[src/rtl/data_mem_mover_pkg.sv]
// data_mem_mover_pkg: shared constants and FSM encoding for the block mover.
// Optional checksum output is compiled in with MOVER_CHECKSUM_EN.
package data_mem_mover_pkg;

    localparam int DATA_W = 32;
    localparam int ADDR_W = 32;

    localparam logic MODE_COPY = 1'b0;
    localparam logic MODE_FILL = 1'b1;

    typedef enum logic [2:0] {
        IDLE   = 3'd0,
        CHECK  = 3'd1,
        RD     = 3'd2,
        WR     = 3'd3,
        FINISH = 3'd4
    } state_e;

endpackage

[src/rtl/data_mem_block_mover_if.sv]
// data_mem_block_mover_if: word-addressed data memory port.
// Combinational read, posedge write; the mover is the master.
interface data_mem_block_mover_if;
    import data_mem_mover_pkg::*;

    logic [ADDR_W-1:0] mem_Address;
    logic [DATA_W-1:0] mem_WriteData;
    logic              mem_memWrite;
    logic [DATA_W-1:0] mem_ReadData;

    modport master (
        output mem_Address,
        output mem_WriteData,
        output mem_memWrite,
        input  mem_ReadData
    );

    modport slave (
        input  mem_Address,
        input  mem_WriteData,
        input  mem_memWrite,
        output mem_ReadData
    );

endinterface

[src/rtl/mover_addr_gen.sv]
// mover_addr_gen: loadable up/down source/destination pointers
// plus the remaining-word counter for one mover command.
module mover_addr_gen
    import data_mem_mover_pkg::*;
#(
    parameter int LEN_W = 11
) (
    input  logic              clk_i,
    input  logic              rst_ni,
    input  logic              load_i,
    input  logic              step_i,
    input  logic              dir_i,
    input  logic [ADDR_W-1:0] src_i,
    input  logic [ADDR_W-1:0] dst_i,
    input  logic [LEN_W-1:0]  len_i,
    output logic [ADDR_W-1:0] src_ptr_o,
    output logic [ADDR_W-1:0] dst_ptr_o,
    output logic              last_o
);

    logic [ADDR_W-1:0] src_q, src_d;
    logic [ADDR_W-1:0] dst_q, dst_d;
    logic [LEN_W-1:0]  rem_q, rem_d;
    logic              dir_q, dir_d;
    logic [ADDR_W-1:0] span;

    // Offset of the last word; a descending walk starts there.
    assign span = ADDR_W'(len_i) - ADDR_W'(1);

    // Load start pointers or step them one word per write.
    always_comb begin
        src_d = src_q;
        dst_d = dst_q;
        rem_d = rem_q;
        dir_d = dir_q;
        if (load_i) begin
            dir_d = dir_i;
            rem_d = len_i;
            src_d = dir_i ? src_i + span : src_i;
            dst_d = dir_i ? dst_i + span : dst_i;
        end else if (step_i) begin
            rem_d = rem_q - LEN_W'(1);
            src_d = dir_q ? src_q - ADDR_W'(1) : src_q + ADDR_W'(1);
            dst_d = dir_q ? dst_q - ADDR_W'(1) : dst_q + ADDR_W'(1);
        end
    end

    // Pointer and counter registers.
    always_ff @(posedge clk_i or negedge rst_ni) begin
        if (!rst_ni) begin
            src_q <= '0;
            dst_q <= '0;
            rem_q <= '0;
            dir_q <= 1'b0;
        end else begin
            src_q <= src_d;
            dst_q <= dst_d;
            rem_q <= rem_d;
            dir_q <= dir_d;
        end
    end

    assign src_ptr_o = src_q;
    assign dst_ptr_o = dst_q;
    assign last_o    = (rem_q == LEN_W'(1));

endmodule

[src/rtl/data_mem_block_mover.sv]
// data_mem_block_mover: memmove-style block COPY / constant FILL master.
// Define MOVER_CHECKSUM_EN to add the checksum output and its adder.
module data_mem_block_mover
    import data_mem_mover_pkg::*;
#(
    parameter int DEPTH = 1024,
    parameter int LEN_W = 11
) (
    input  logic              Clk,
    input  logic              Rst,
    input  logic              start,
    input  logic              mode,
    input  logic [ADDR_W-1:0] src_addr,
    input  logic [ADDR_W-1:0] dst_addr,
    input  logic [LEN_W-1:0]  length,
    input  logic [DATA_W-1:0] fill_data,
    output logic              busy,
    output logic              done,
    output logic              err,
`ifdef MOVER_CHECKSUM_EN
    output logic [DATA_W-1:0] checksum,
`endif
    data_mem_block_mover_if.master mem
);

    localparam logic [2:0] S_IDLE   = IDLE;
    localparam logic [2:0] S_CHECK  = CHECK;
    localparam logic [2:0] S_RD     = RD;
    localparam logic [2:0] S_WR     = WR;
    localparam logic [2:0] S_FINISH = FINISH;

    localparam logic [ADDR_W:0] LIMIT = {1'b0, ADDR_W'(DEPTH)};

    logic [2:0]        state_q, state_d;
    logic              mode_q;
    logic [ADDR_W-1:0] src_q;
    logic [ADDR_W-1:0] dst_q;
    logic [LEN_W-1:0]  len_q;
    logic [DATA_W-1:0] fill_q;
    logic [DATA_W-1:0] rdata_q;
    logic              err_q;

    logic              accept;
    logic              dir;
    logic              range_err;
    logic [ADDR_W:0]   src_end;
    logic [ADDR_W:0]   dst_end;
    logic [ADDR_W-1:0] src_ptr;
    logic [ADDR_W-1:0] dst_ptr;
    logic              last;
    logic              st_rd;
    logic              st_wr;
    logic [DATA_W-1:0] wdata;

    assign accept = (state_q == S_IDLE) && start;
    assign st_rd  = (state_q == S_RD);
    assign st_wr  = (state_q == S_WR);

    // Descend only for a copy whose destination is above the source.
    assign dir = (mode == MODE_COPY) && (dst_addr > src_addr);

    // One bit wider than an address so the end sums cannot wrap.
    assign src_end = {1'b0, src_q} + {1'b0, ADDR_W'(len_q)};
    assign dst_end = {1'b0, dst_q} + {1'b0, ADDR_W'(len_q)};

    assign range_err = (dst_end > LIMIT) ||
                       ((mode_q == MODE_COPY) && (src_end > LIMIT));

    assign wdata = (mode_q == MODE_FILL) ? fill_q : rdata_q;

    mover_addr_gen #(
        .LEN_W (LEN_W)
    ) u_addr_gen (
        .clk_i     (Clk),
        .rst_ni    (Rst),
        .load_i    (accept),
        .step_i    (st_wr),
        .dir_i     (dir),
        .src_i     (src_addr),
        .dst_i     (dst_addr),
        .len_i     (length),
        .src_ptr_o (src_ptr),
        .dst_ptr_o (dst_ptr),
        .last_o    (last)
    );

    // Next-state logic for the command sequencer.
    always_comb begin
        state_d = state_q;
        unique case (state_q)
            S_IDLE: begin
                if (start) state_d = S_CHECK;
            end
            S_CHECK: begin
                if (range_err || (len_q == '0)) state_d = S_FINISH;
                else if (mode_q == MODE_COPY)   state_d = S_RD;
                else                            state_d = S_WR;
            end
            S_RD: begin
                state_d = S_WR;
            end
            S_WR: begin
                if (last)                     state_d = S_FINISH;
                else if (mode_q == MODE_COPY) state_d = S_RD;
                else                          state_d = S_WR;
            end
            S_FINISH: begin
                state_d = S_IDLE;
            end
            default: begin
                state_d = S_IDLE;
            end
        endcase
    end

    // State, latched command, read capture and error flag.
    always_ff @(posedge Clk or negedge Rst) begin
        if (!Rst) begin
            state_q <= S_IDLE;
            mode_q  <= MODE_COPY;
            src_q   <= '0;
            dst_q   <= '0;
            len_q   <= '0;
            fill_q  <= '0;
            rdata_q <= '0;
            err_q   <= 1'b0;
        end else begin
            state_q <= state_d;
            if (accept) begin
                mode_q <= mode;
                src_q  <= src_addr;
                dst_q  <= dst_addr;
                len_q  <= length;
                fill_q <= fill_data;
                err_q  <= 1'b0;
            end
            if ((state_q == S_CHECK) && range_err) begin
                err_q <= 1'b1;
            end
            if (st_rd) begin
                rdata_q <= mem.mem_ReadData;
            end
        end
    end

`ifdef MOVER_CHECKSUM_EN
    logic [DATA_W-1:0] csum_q;

    // Running sum of the words written by the current command.
    always_ff @(posedge Clk or negedge Rst) begin
        if (!Rst) begin
            csum_q <= '0;
        end else if (accept) begin
            csum_q <= '0;
        end else if (st_wr) begin
            csum_q <= csum_q + wdata;
        end
    end

    assign checksum = csum_q;
`endif

    // Memory pins decoded from state and registered pointers only.
    always_comb begin
        mem.mem_Address   = '0;
        mem.mem_WriteData = '0;
        mem.mem_memWrite  = 1'b0;
        unique case (1'b1)
            st_rd: begin
                mem.mem_Address = src_ptr;
            end
            st_wr: begin
                mem.mem_Address   = dst_ptr;
                mem.mem_WriteData = wdata;
                mem.mem_memWrite  = 1'b1;
            end
            default: begin
            end
        endcase
    end

    assign busy = (state_q != S_IDLE);
    assign done = (state_q == S_FINISH);
    assign err  = err_q;

endmodule

[src/flat_wrapper.sv]
// flat-port wrapper written by rule: the top's interface ports become plain ports
module data_mem_block_mover_flat import data_mem_mover_pkg::*;
#(
    parameter int DEPTH = 1024,
    parameter int LEN_W = 11
)
  (Clk, Rst, start, mode, src_addr, dst_addr, length, fill_data, busy, done, err, mem_mem_Address, mem_mem_WriteData, mem_mem_memWrite, mem_mem_ReadData);
  data_mem_block_mover_if mem_i ();
  input  logic Clk;
  input  logic Rst;
  input  logic start;
  input  logic mode;
  input  logic [ADDR_W-1:0] src_addr;
  input  logic [ADDR_W-1:0] dst_addr;
  input  logic [LEN_W-1:0] length;
  input  logic [DATA_W-1:0] fill_data;
  output logic busy;
  output logic done;
  output logic err;
  output wire logic [$bits(mem_i.mem_Address)-1:0] mem_mem_Address;
  output wire logic [$bits(mem_i.mem_WriteData)-1:0] mem_mem_WriteData;
  output wire logic [$bits(mem_i.mem_memWrite)-1:0] mem_mem_memWrite;
  input wire logic [$bits(mem_i.mem_ReadData)-1:0] mem_mem_ReadData;
  assign mem_mem_Address = mem_i.mem_Address;
  assign mem_mem_WriteData = mem_i.mem_WriteData;
  assign mem_mem_memWrite = mem_i.mem_memWrite;
  assign mem_i.mem_ReadData = mem_mem_ReadData;
  data_mem_block_mover #(.DEPTH(DEPTH), .LEN_W(LEN_W)) u_core (.Clk(Clk), .Rst(Rst), .start(start), .mode(mode), .src_addr(src_addr), .dst_addr(dst_addr), .length(length), .fill_data(fill_data), .busy(busy), .done(done), .err(err), .mem(mem_i));
endmodule
[config.mk]
export PLATFORM = sky130hd
export DESIGN_NAME = data_mem_block_mover_flat
export DESIGN_NICKNAME = d
export VERILOG_FILES = /design/src/rtl/data_mem_mover_pkg.sv /design/src/rtl/data_mem_block_mover_if.sv /design/src/rtl/mover_addr_gen.sv /design/src/rtl/data_mem_block_mover.sv /design/src/flat_wrapper.sv
export SDC_FILE = /design/constraint.sdc
export NUM_CORES = 1
export LEC_CHECK = 0
export ABC_AREA = 1
export CAP_MARGIN = 20
export CORE_ASPECT_RATIO = 0.7
export CORE_MARGIN = 4
export CORE_UTILIZATION = 25
export DETAILED_ROUTE_END_ITERATION = 7
export GPL_ROUTABILITY_DRIVEN = 0
export HOLD_SLACK_MARGIN = 0.12
export PLACE_DENSITY = 0.41
export SETUP_SLACK_MARGIN = 0.2
export SYNTH_ARGS = -nofsm -noshare
export SYNTH_HDL_FRONTEND = slang
export SYNTH_SLANG_ARGS = --single-unit
[constraint.sdc]
create_clock -name Clk -period 4.27 [get_ports Clk]
set_input_delay 0.854 -clock Clk [delete_from_list [all_inputs] [get_ports Clk]]
set_output_delay 0.854 -clock Clk [all_outputs]
set_load 0.005 [all_outputs]
=== After elaboration in Yosys (flattened, before gate mapping) ===
Cells that the tools add are included.

* Add/sub/neg operators: 10
* Magnitude comparators: 3
* Equality and inequality tests: 6
* Multiplexer cells: 21
* Bitwise operators: 2
* Reduce and logical (&&, ||, !) cells: 11

{| class="wikitable"
|+ Operator list
! operator !! count
|-
| 2-to-1 mux 32 bit || 10
|-
| adder 32 x 11 -> 33 bit || 2
|-
| > comparator 33 x 11 -> 1 bit, second input constant || 2
|-
| adder 32 x 1 -> 32 bit, second input constant || 2
|-
| adder 32 bit || 2
|-
| one-hot mux 32 bit (2 select lines) || 1
|-
| subtractor 32 x 1 -> 32 bit, second input constant || 2
|-
| > comparator 32 bit || 1
|-
| 2-to-1 mux 11 bit || 2
|-
| one-hot mux 3 bit (4 select lines) || 1
|-
| subtractor 11 x 1 -> 12 bit, second input constant || 1
|-
| == test 11 x 1 -> 1 bit, second input constant || 1
|-
| logical NOT 11 bit || 1
|-
| subtractor 11 x 1 -> 11 bit, second input constant || 1
|-
| 2-to-1 mux 3 bit || 3
|-
| == test 3 x 2 -> 1 bit, second input constant || 2
|-
| logical AND 1 bit || 4
|-
| 2-to-1 mux 1 bit || 4
|-
| nonzero test 2 bit || 2
|-
| == test 3 x 1 -> 1 bit, second input constant || 1
|-
| == test 3 bit, second input constant || 1
|-
| logical NOT 3 bit || 1
|-
| nonzero test 3 bit || 1
|-
| logical OR 1 bit || 2
|-
| 2 further kinds || 3
|}

* Bits in registers: 220
* Output and inout port bits: 68

=== Depth between registers and ports, before layout ===
Gate-level depths: netlist of run 1.

* Depth in word-level cells: 7
* Depth in mapped cells: 26
* Depth with buffers taken out: 26

=== By module ===
From an unflattened synthesis of run 1, not the netlist that was laid out.

* Cell total of the unflattened synthesis: 4076
* Area total of the unflattened synthesis: 24151.9 µm²

{| class="wikitable"
|+ Modules (own cells, without submodules)
! module !! times used !! cells an instance !! area each (µm²)
|-
| mover_addr_gen || 1 || 2525 || 13618.1
|-
| data_mem_block_mover || 1 || 1551 || 10533.9
|}

=== Worst setup path after synthesis of run 1 ===
Ideal clock, no wire load.

* Kind: in2reg
* Start: input port length[3]
* End: register u_core.u_addr_gen.dst_q[26], in the netlist u_core.u_addr_gen.dst_ptr_o[26]
* Setup time: 0.117 ns
* Arrival time: 4.225 ns
* Slack: -0.072 ns
* Stages: 21
* Path buffers: 0
* Cell sequence: nor2_2 > nand4_1 > nor3_1 > inv_1 > or2_1 > nor2_2 > nand3_1 > inv_1 > ha_1 > a21oi_1 > o21ai_0 > a21oi_1 > o21ai_0 > a21oi_1 > o21bai_1 > a21oi_1 > xnor2_1 > o21ai_0 > nand2_1 > nand2_1 > nand2_1

* Word-level cells in the longest chain between the ends: 4

{| class="wikitable"
|+ Ends and longest elaborated chain
! element !! line !! source
|-
| from (decl) || flat_wrapper.sv:15 || <nowiki>input logic [LEN_W-1:0] length;</nowiki>
|-
| subtractor 11 x 1 -> 12 bit || mover_addr_gen.sv:28 || <nowiki>assign span = ADDR_W'(len_i) - ADDR_W'(1);</nowiki>
|-
| adder 32 bit || mover_addr_gen.sv:40 || <nowiki>dst_d = dir_i ? dst_i + span : dst_i;</nowiki>
|-
| 2-to-1 mux 32 bit || mover_addr_gen.sv:40 ||
|-
| 2-to-1 mux 32 bit || mover_addr_gen.sv:36 || <nowiki>if (load_i) begin</nowiki>
|-
| to (signal assigned) || mover_addr_gen.sv:57 || <nowiki>dst_q <= dst_d;</nowiki>
|-
| to (decl) || mover_addr_gen.sv:22 || <nowiki>logic [ADDR_W-1:0] dst_q, dst_d;</nowiki>
|}

No other way between the ends.
A chain may end at the register's enable or synchronous reset.

=== Worst setup path after layout of run 1 ===
* Start: register u_core.state_q[2]
* End: output port mem_mem_Address[0]

* Word-level cells in the longest chain between the ends: 2
* Elaborated cells between the ends (all ways): 3

{| class="wikitable"
|+ Ends and longest elaborated chain
! element !! line !! source
|-
| from (decl) || data_mem_block_mover.sv:34 || <nowiki>logic [2:0] state_q, state_d;</nowiki>
|-
| from (signal assigned) || data_mem_block_mover.sv:128 || <nowiki>state_q <= state_d;</nowiki>
|-
| == test 3 x 2 -> 1 bit, on equally long branches || data_mem_block_mover.sv:57, data_mem_block_mover.sv:56 ||
|-
| one-hot mux 32 bit (2 select lines) * || data_mem_block_mover.sv:168 || <nowiki>unique case (1'b1)</nowiki>
|-
| to (decl) || flat_wrapper.sv:20 || <nowiki>output wire logic [$bits(mem_i.mem_Address)-1:0] mem_mem_Address;</nowiki>
|}

Every way passes the cells marked *; elsewhere a longest branch is shown, timed or not.

==> results.py, run 1 <==
metrics = {
    "floorplanning": {
        "die_h_um": 250,
        "start_util_pct": 25.3,
        "num_rows": 88,
        "core_sq_mm": 0.0828,
        "die_w_um": 354,
        "io_pins": 211,
        "fp.dieArea_sq_mm": 0.0887,
    },
    "setup_path": {
        "startpoint_type": "flip-flop",
        "end_kind": "output port",
        "cp.arrival_ps": 3070,
        "cpMaxStageDelayCell": "o21ai_0",
        "crit_type": "flip-flop to output port",
        "path_max_fanout": 36,
        "reg2regPathDepth": 19,
        "worstPathRequired_ps": 3420,
        "critPathMaxStageDelay_ps": 750,
        "path_cells": "inv_1, nand3_4, o21ai_0, clkdlybuf4s50_1",
    },
    "sta": {
        "relSlewSlack_pct": 51.0,
        "clock_skew_ps": 14.8,
        "setup_viol": 0,
        "hold_violations": 0,
        "period_minus_slack_ps": 3930,
        "rsz0062_at_grt": "false",
        "fmax_ghz": 0.255,
        "finalWorstSetupSlack_ps": 343,
        "fin_crit_sh_pct": 92.0,
        "worstMarginPinSlew_ps": 733,
        "hold_slack_ps": 230,
        "maxSlewViolCount": 0,
    },
    "synthesis": {
        "yosysSeqAreaShare_pct": 26.2,
        "synth.net_count": 3558,
        "synth_top_family_by_area": "simple AND/OR/NAND/NOR gates",
        "yosys.area_share.adder_pct": 11.2,
        "synth_edf_count": 0,
        "synth-simple-area-share_pct": 30.8,
        "synth_warnings": 0,
        "synth_xor_xnor_area_share_pct": 4.55,
        "netlist_area_sq_mm": 0.0210,
        "synth_mux_area_share_pct": 1.72,
        "syn_avg_cell_area_sq_um": 6.50,
        "synth_flop_cell": "dfrtp_1",
        "async_reset_ff_share_pct": 100,
        "ys_types": 58,
        "netlist_instances": 3230,
        "ys_ff_latch": 220,
        "synth_compound_area_share_pct": 17.2,
    },
    "run": {
        "drv_cap": 0,
    },
    "global_route": {
        "grt_overflow": 0,
        "grt_usage_pct": 20.3,
        "antenna_found_initial": 0,
        "grt_pass1_vias": 21600,
        "grt_start_max_net_pins": 86,
        "grt_pass1_wl_um": 138000,
    },
    "cells_and_area": {
        "syn_to_final_growth_pct": 34.2,
        "diodes": 0,
        "fin_area_sq_mm": 0.0282,
        "drive_above_1_share_pct": 14.1,
        "fin_nets": 4041,
        "fin_cells": 4860,
    },
    "placement": {
        "port_buffers": 210,
        "placedInstanceArea_sq_mm": 0.0267,
        "place_hpwl_um": 75200,
        "placedCellCount": 4796,
        "pre_cts_ws_ps": -441,
    },
    "clock_network": {
        "clock_latency_ps": 620,
        "root_buffer": "clkbuf_16",
        "hold_buffers": 0,
        "h-tree-depth": 1,
        "numCtsBuffers": 29,
        "cts_tree": "built",
        "path_clk_slew_ps": 60,
        "cts_max_path_buffers": 3,
        "cts.sinks": 220,
    },
    "routing": {
        "drc": 0,
        "wl_um": 92600,
        "initialDrtViolationCount": 1893,
        "dr_total_vias": 22800,
        "drtAntennaViolNets": 0,
        "dr.pass1.iters": 6,
        "avgViaCountPerCell": 4.70,
        "wl_per_cell_um": 19.1,
    },
    "power_and_ir_drop": {
        "leakage_nw": 14.2,
        "power_density_mw_per_mm2": 600,
        "irDropWorstVdd_mv": 0.307,
        "finalPower_mw": 16.9,
    },
    "run_status": {
        "status": "completed",
    },
    "min_path": {
        "hold_path.class": "primary input to asynchronous set/reset pin",
    },
}
final cells by class:
| type | count | area [sq um] |
|---|---|---|
| Clock inverter | 16 | 214 |
| Fill cell | 9122 | 54600 |
| Clock buffer | 37 | 796 |
| Tap cell | 1125 | 1410 |
| Timing Repair Buffer | 536 | 4730 |
| Multi-Input combinational cell | 2558 | 14100 |
| Sequential cell | 220 | 5510 |
| Inverter | 368 | 1390 |
where the power goes:
part           internal (mW)  switching (mW)  leakage, nW
Sequential              2.97            1.03         2.67
Combinational           3.62            6.60         11.0
Clock                   1.57            1.11        0.502
per-layer routing:
layer | vias up | share of wire [%] | global-route usage [%]
li1 | 11600 | - | -
met1 | 10600 | 54 | 33.4
met2 | 550 | 38 | 27.3
met3 | 69 | 6.0 | 3.08
met4 | 0 | 2.1 | 3.70
met5 | - | 0 | 0
kinds of logic (layout without fill, tap and decap cells):
group / count (synthesis) / in the layout
buffers and inverters: 452 / 957
AND/OR/NAND/NOR: 1578 / 1578
AO/OA/AOI/OAI: 654 / 654
multiplexers: 32 / 32
adder cells (fa/ha/maj): 185 / 185
XOR/XNOR: 109 / 109
flip-flops: 220 / 220
stage by stage:
stage	TNS [ps]	utilization, %
2_1_floorplan	0	-
3_3_place_gp	-8990	32.2
3_5_place_dp	-10770	32.2
4_1_cts	0	33.5
5_1_grt	0	34.0
6_report	0	34.0
repair_timing:
action	4_1_cts	5_1_grt
pin swaps	0	18
resized for setup	1	84
setup endpoints to repair	1	37
setup buffers	0	11
hold endpoints to repair	0	0
sequential cells by signal (all words and copies together), names as in the netlist:
name / flops
u_core.u_addr_gen.src_ptr_o: 32
u_core.mode_q: 1
u_core.err: 1
u_core.fill_q: 32
u_core.state_q: 3
u_core.u_addr_gen.rem_q: 11
u_core.rdata_q: 32
u_core.u_addr_gen.dir_q: 1
u_core.u_addr_gen.dst_ptr_o: 32
u_core.src_q: 32
u_core.dst_q: 32
u_core.len_q: 11
final timing paths:
| check | start | end | slack (ps) |
|---|---|---|---|
| max reg2reg | u_core.u_addr_gen.dir_q | u_core.u_addr_gen.dst_ptr_o[30] | 830 |
| min reg2reg | u_core.fill_q[20] | u_core.fill_q[20] | 480 |
| max | u_core.state_q[2] | mem_mem_Address[0] | 340 |
| max in group asynchronous | Rst | u_core.src_q[21] | 3140 |
| min | Rst | u_core.dst_q[2] | 230 |
| min in group Clk | u_core.fill_q[20] | u_core.fill_q[20] | 480 |
critical path: cells and delay by family (launching register included):
kind	cells	cell delay, ps
buffers and inverters	2	860
DFF	1	400
AOI/OAI and AO/OA	1	750
and+or+nand+nor	1	420
cells in the mapped netlist (6+ instances only):
master / n / area share (%)
nor2_2: 10 / 0.30
nand3b_1: 8 / 0.29
buf_2: 6 / 0.14
a21o_1: 11 / 0.39
o21ai_1: 11 / 0.26
dfrtp_1: 220 / 26
nand2_1: 1051 / 19
o21ai_0: 259 / 6.2
nand4_1: 41 / 1.2
nor2_1: 240 / 4.3
o211ai_1: 17 / 0.61
or2_2: 9 / 0.27
nor4_1: 16 / 0.48
o21a_1: 10 / 0.36
o21bai_1: 22 / 0.79
xor2_1: 73 / 3.0
ha_1: 179 / 11
nand3_1: 135 / 3.2
mux2_2: 32 / 1.7
a21boi_0: 7 / 0.25
nand2_2: 14 / 0.42
a21oi_1: 248 / 5.9
buf_1: 10 / 0.18
o22ai_1: 15 / 0.45
nor3_1: 36 / 0.86
inv_1: 363 / 6.5
fa_1: 6 / 0.57
xnor2_1: 36 / 1.5
a31oi_1: 19 / 0.57
clkbuf_1: 64 / 1.1
a22oi_1: 8 / 0.29
placed cells by master (no fill, tap or decap), types with 70 or more instances in the layout:
cell | netlist | layout
buf_4 | 0 | 311
nand2_1 | 1051 | 1043
dfrtp_1 | 220 | 219
o21ai_0 | 259 | 249
inv_1 | 363 | 358
xor2_1 | 73 | 70
a21oi_1 | 248 | 227
ha_1 | 179 | 170
nor2_1 | 240 | 240
nand3_1 | 135 | 129
clkdlybuf4s50_1 | 0 | 205
No activity file was read; power rests on OpenSTA's default activity.
==> run 2: changes to the inputs <==
--- a/config.mk
+++ b/config.mk
@@ -9,12 +9,12 @@
 export CAP_MARGIN = 20
 export CORE_ASPECT_RATIO = 0.7
 export CORE_MARGIN = 4
-export CORE_UTILIZATION = 25
+export CORE_UTILIZATION = 50
 export DETAILED_ROUTE_END_ITERATION = 7
 export GPL_ROUTABILITY_DRIVEN = 0
 export HOLD_SLACK_MARGIN = 0.12
-export PLACE_DENSITY = 0.41
-export SETUP_SLACK_MARGIN = 0.2
+export PLACE_DENSITY = 0.71
+export SETUP_SLACK_MARGIN = 0.02
 export SYNTH_ARGS = -nofsm -noshare
 export SYNTH_HDL_FRONTEND = slang
 export SYNTH_SLANG_ARGS = --single-unit
==> results.py, run 2 (synthesized netlist as in run 1, its figures left out) <==
metrics = {
    "run_status": {
        "status": "completed",
    },
    "global_route": {
        "grt_start_max_net_pins": 96,
        "grt_usage_pct": 33.0,
        "grt_overflow": 0,
        "grt_pass1_vias": 22200,
        "antenna_found_initial": 2,
        "grt_pass1_wl_um": 121000,
    },
    "floorplanning": {
        "start_util_pct": 50.9,
        "fp.dieArea_sq_mm": 0.0454,
        "core_sq_mm": 0.0413,
        "die_w_um": 253,
        "io_pins": 211,
        "num_rows": 62,
        "die_h_um": 179,
    },
    "setup_path": {
        "critPathMaxStageDelay_ps": 430,
        "cpMaxStageDelayCell": "clkdlybuf4s50_1",
        "crit_type": "primary input to flip-flop",
        "r2r-start": "u_core.u_addr_gen.dir_q",
        "startpoint_type": "primary input",
        "worstPathRequired_ps": 4730,
        "cp.arrival_ps": 4440,
        "cpMostUsedCell": "nand2_1",
        "cp-startpoint": "length[2]",
        "path_max_fanout": 3,
        "end_kind": "flip-flop",
    },
    "routing": {
        "drc": 0,
        "wl_per_cell_um": 18.9,
        "dr_total_vias": 23900,
        "initialDrtViolationCount": 2977,
        "dr.pass1.iters": 7,
        "drtAntennaViolNets": 0,
        "avgViaCountPerCell": 5.79,
        "wl_um": 78100,
    },
    "cells_and_area": {
        "layout_commonest_cell": "nand2_1",
        "diodes": 0,
        "register_area_sq_mm": 0.00551,
        "fillerInstances": 3795,
        "fin_nets": 3897,
        "fin_util_pct": 62.9,
        "syn_to_final_growth_pct": 23.7,
        "layout_common_cells": "nand2_1 (1047), inv_1 (361), o21ai_0 (257), nor2_1 (240), a21oi_1 (238)",
        "drive_above_1_share_pct": 9.56,
        "fin_area_sq_mm": 0.0260,
        "multiInputGateArea_sq_mm": 0.0139,
    },
    "run": {
        "drv_cap": 0,
    },
    "placement": {
        "placedInstanceArea_sq_mm": 0.0249,
        "place_hpwl_um": 60800,
        "port_buffers": 210,
        "pre_cts_ws_ps": -285,
    },
    "power_and_ir_drop": {
        "irDropWorstVdd_mv": 0.424,
        "leakage_nw": 13.4,
        "power_density_mw_per_mm2": 629,
    },
    "clock_network": {
        "cts.sinks": 220,
        "clock_latency_ps": 570,
        "cts_max_path_buffers": 3,
        "numCtsBuffers": 26,
        "root_buffer": "clkbuf_16",
        "cts_tree": "built",
        "hold_buffers": 0,
        "h-tree-depth": 1,
        "path_clk_slew_ps": 70,
    },
    "min_path": {
        "hold_path.class": "primary input to asynchronous set/reset pin",
    },
    "sta": {
        "fmax_ghz": 0.251,
        "relSlewSlack_pct": 37.9,
        "finalWorstSetupSlack_ps": 293,
        "hold_violations": 0,
        "setup_viol": 0,
        "period_minus_slack_ps": 3980,
        "clock_skew_ps": 13.6,
        "maxSlewViolCount": 0,
        "fin_crit_sh_pct": 93.1,
        "worstMarginPinSlew_ps": 932,
        "hold_slack_ps": 261,
        "rsz0062_at_grt": "true",
    },
}
## run 2: changes by cell type in the layout (fill, tap and decap cells not counted), moves of 4 or more
cell             delta
o21ai_0             +8
o21ai_1             -6
ha_4                -8
clkdlybuf4s50_1     +4
dlymetal6s2s_1      -4
a21oi_1            +11
buf_4             -136
ha_1                +9
a21oi_2            -11
nand2_1             +4
## run 2: worst max-delay path, delay by kind of cell
kind            cells  cell delay, ps
compound gates      5             650
fa+ha+maj           1             280
simple gates       11            1220
xor+xnor            2             310
buf+inv             6            1110
## run 2: routing by layer
layer	routed length [um]	global-route usage (%)	vias to the layer above
met2	31900	48.0	1304
li1	-	-	11300
met4	2650	9.79	4
met1	34200	49.0	11100
met5	30	0	-
met3	9390	7.43	180
## run 2: worst paths after layout
kind	to	slack, ps	depth (start not counted)
max	u_core.u_addr_gen.src_ptr_o[26]	290	25
min	u_core.dst_q[22]	260	1
max reg2reg	u_core.u_addr_gen.dst_ptr_o[29]	640	18
min reg2reg	u_core.fill_q[27]	480	2
max in group asynchronous	u_core.rdata_q[27]	2800	2
min in group Clk	u_core.fill_q[27]	480	2
## run 2: area by class of cell
class                           instances  share of cell area, %
Tap cell                              544                   2.62
Inverter                              368                   5.35
Sequential cell                       220                   21.2
Multi-Input combinational cell       2558                   53.5
Clock buffer                           32                   2.71
Clock inverter                         16                  0.651
Timing Repair Buffer                  395                   14.0
## run 2: what timing repair did
action,CTS,global route
resized for setup,0,27
buffers inserted,0,1
endpoints found under the setup margin,0,20
## run 2: through the flow
| stage | setup TNS (ps) | total power, mW | std cells |
|---|---|---|---|
| 2_1_floorplan | 0 | 10.6 | 3230 |
| 4_1_cts | 0 | 16.0 | 4131 |
| 3_3_place_gp | -1630 | 13.3 | 4083 |
| 6_report | 0 | 16.3 | 4133 |
| 5_1_grt | 0 | 17.6 | 4133 |
| 3_5_place_dp | -6210 | 13.6 | 4083 |
## run 2: power by group
| part | internal (mW) | switching, mW |
|---|---|---|
| clock network | 1.36 | 0.983 |
| logic | 3.49 | 6.50 |
| registers | 2.97 | 1.02 |
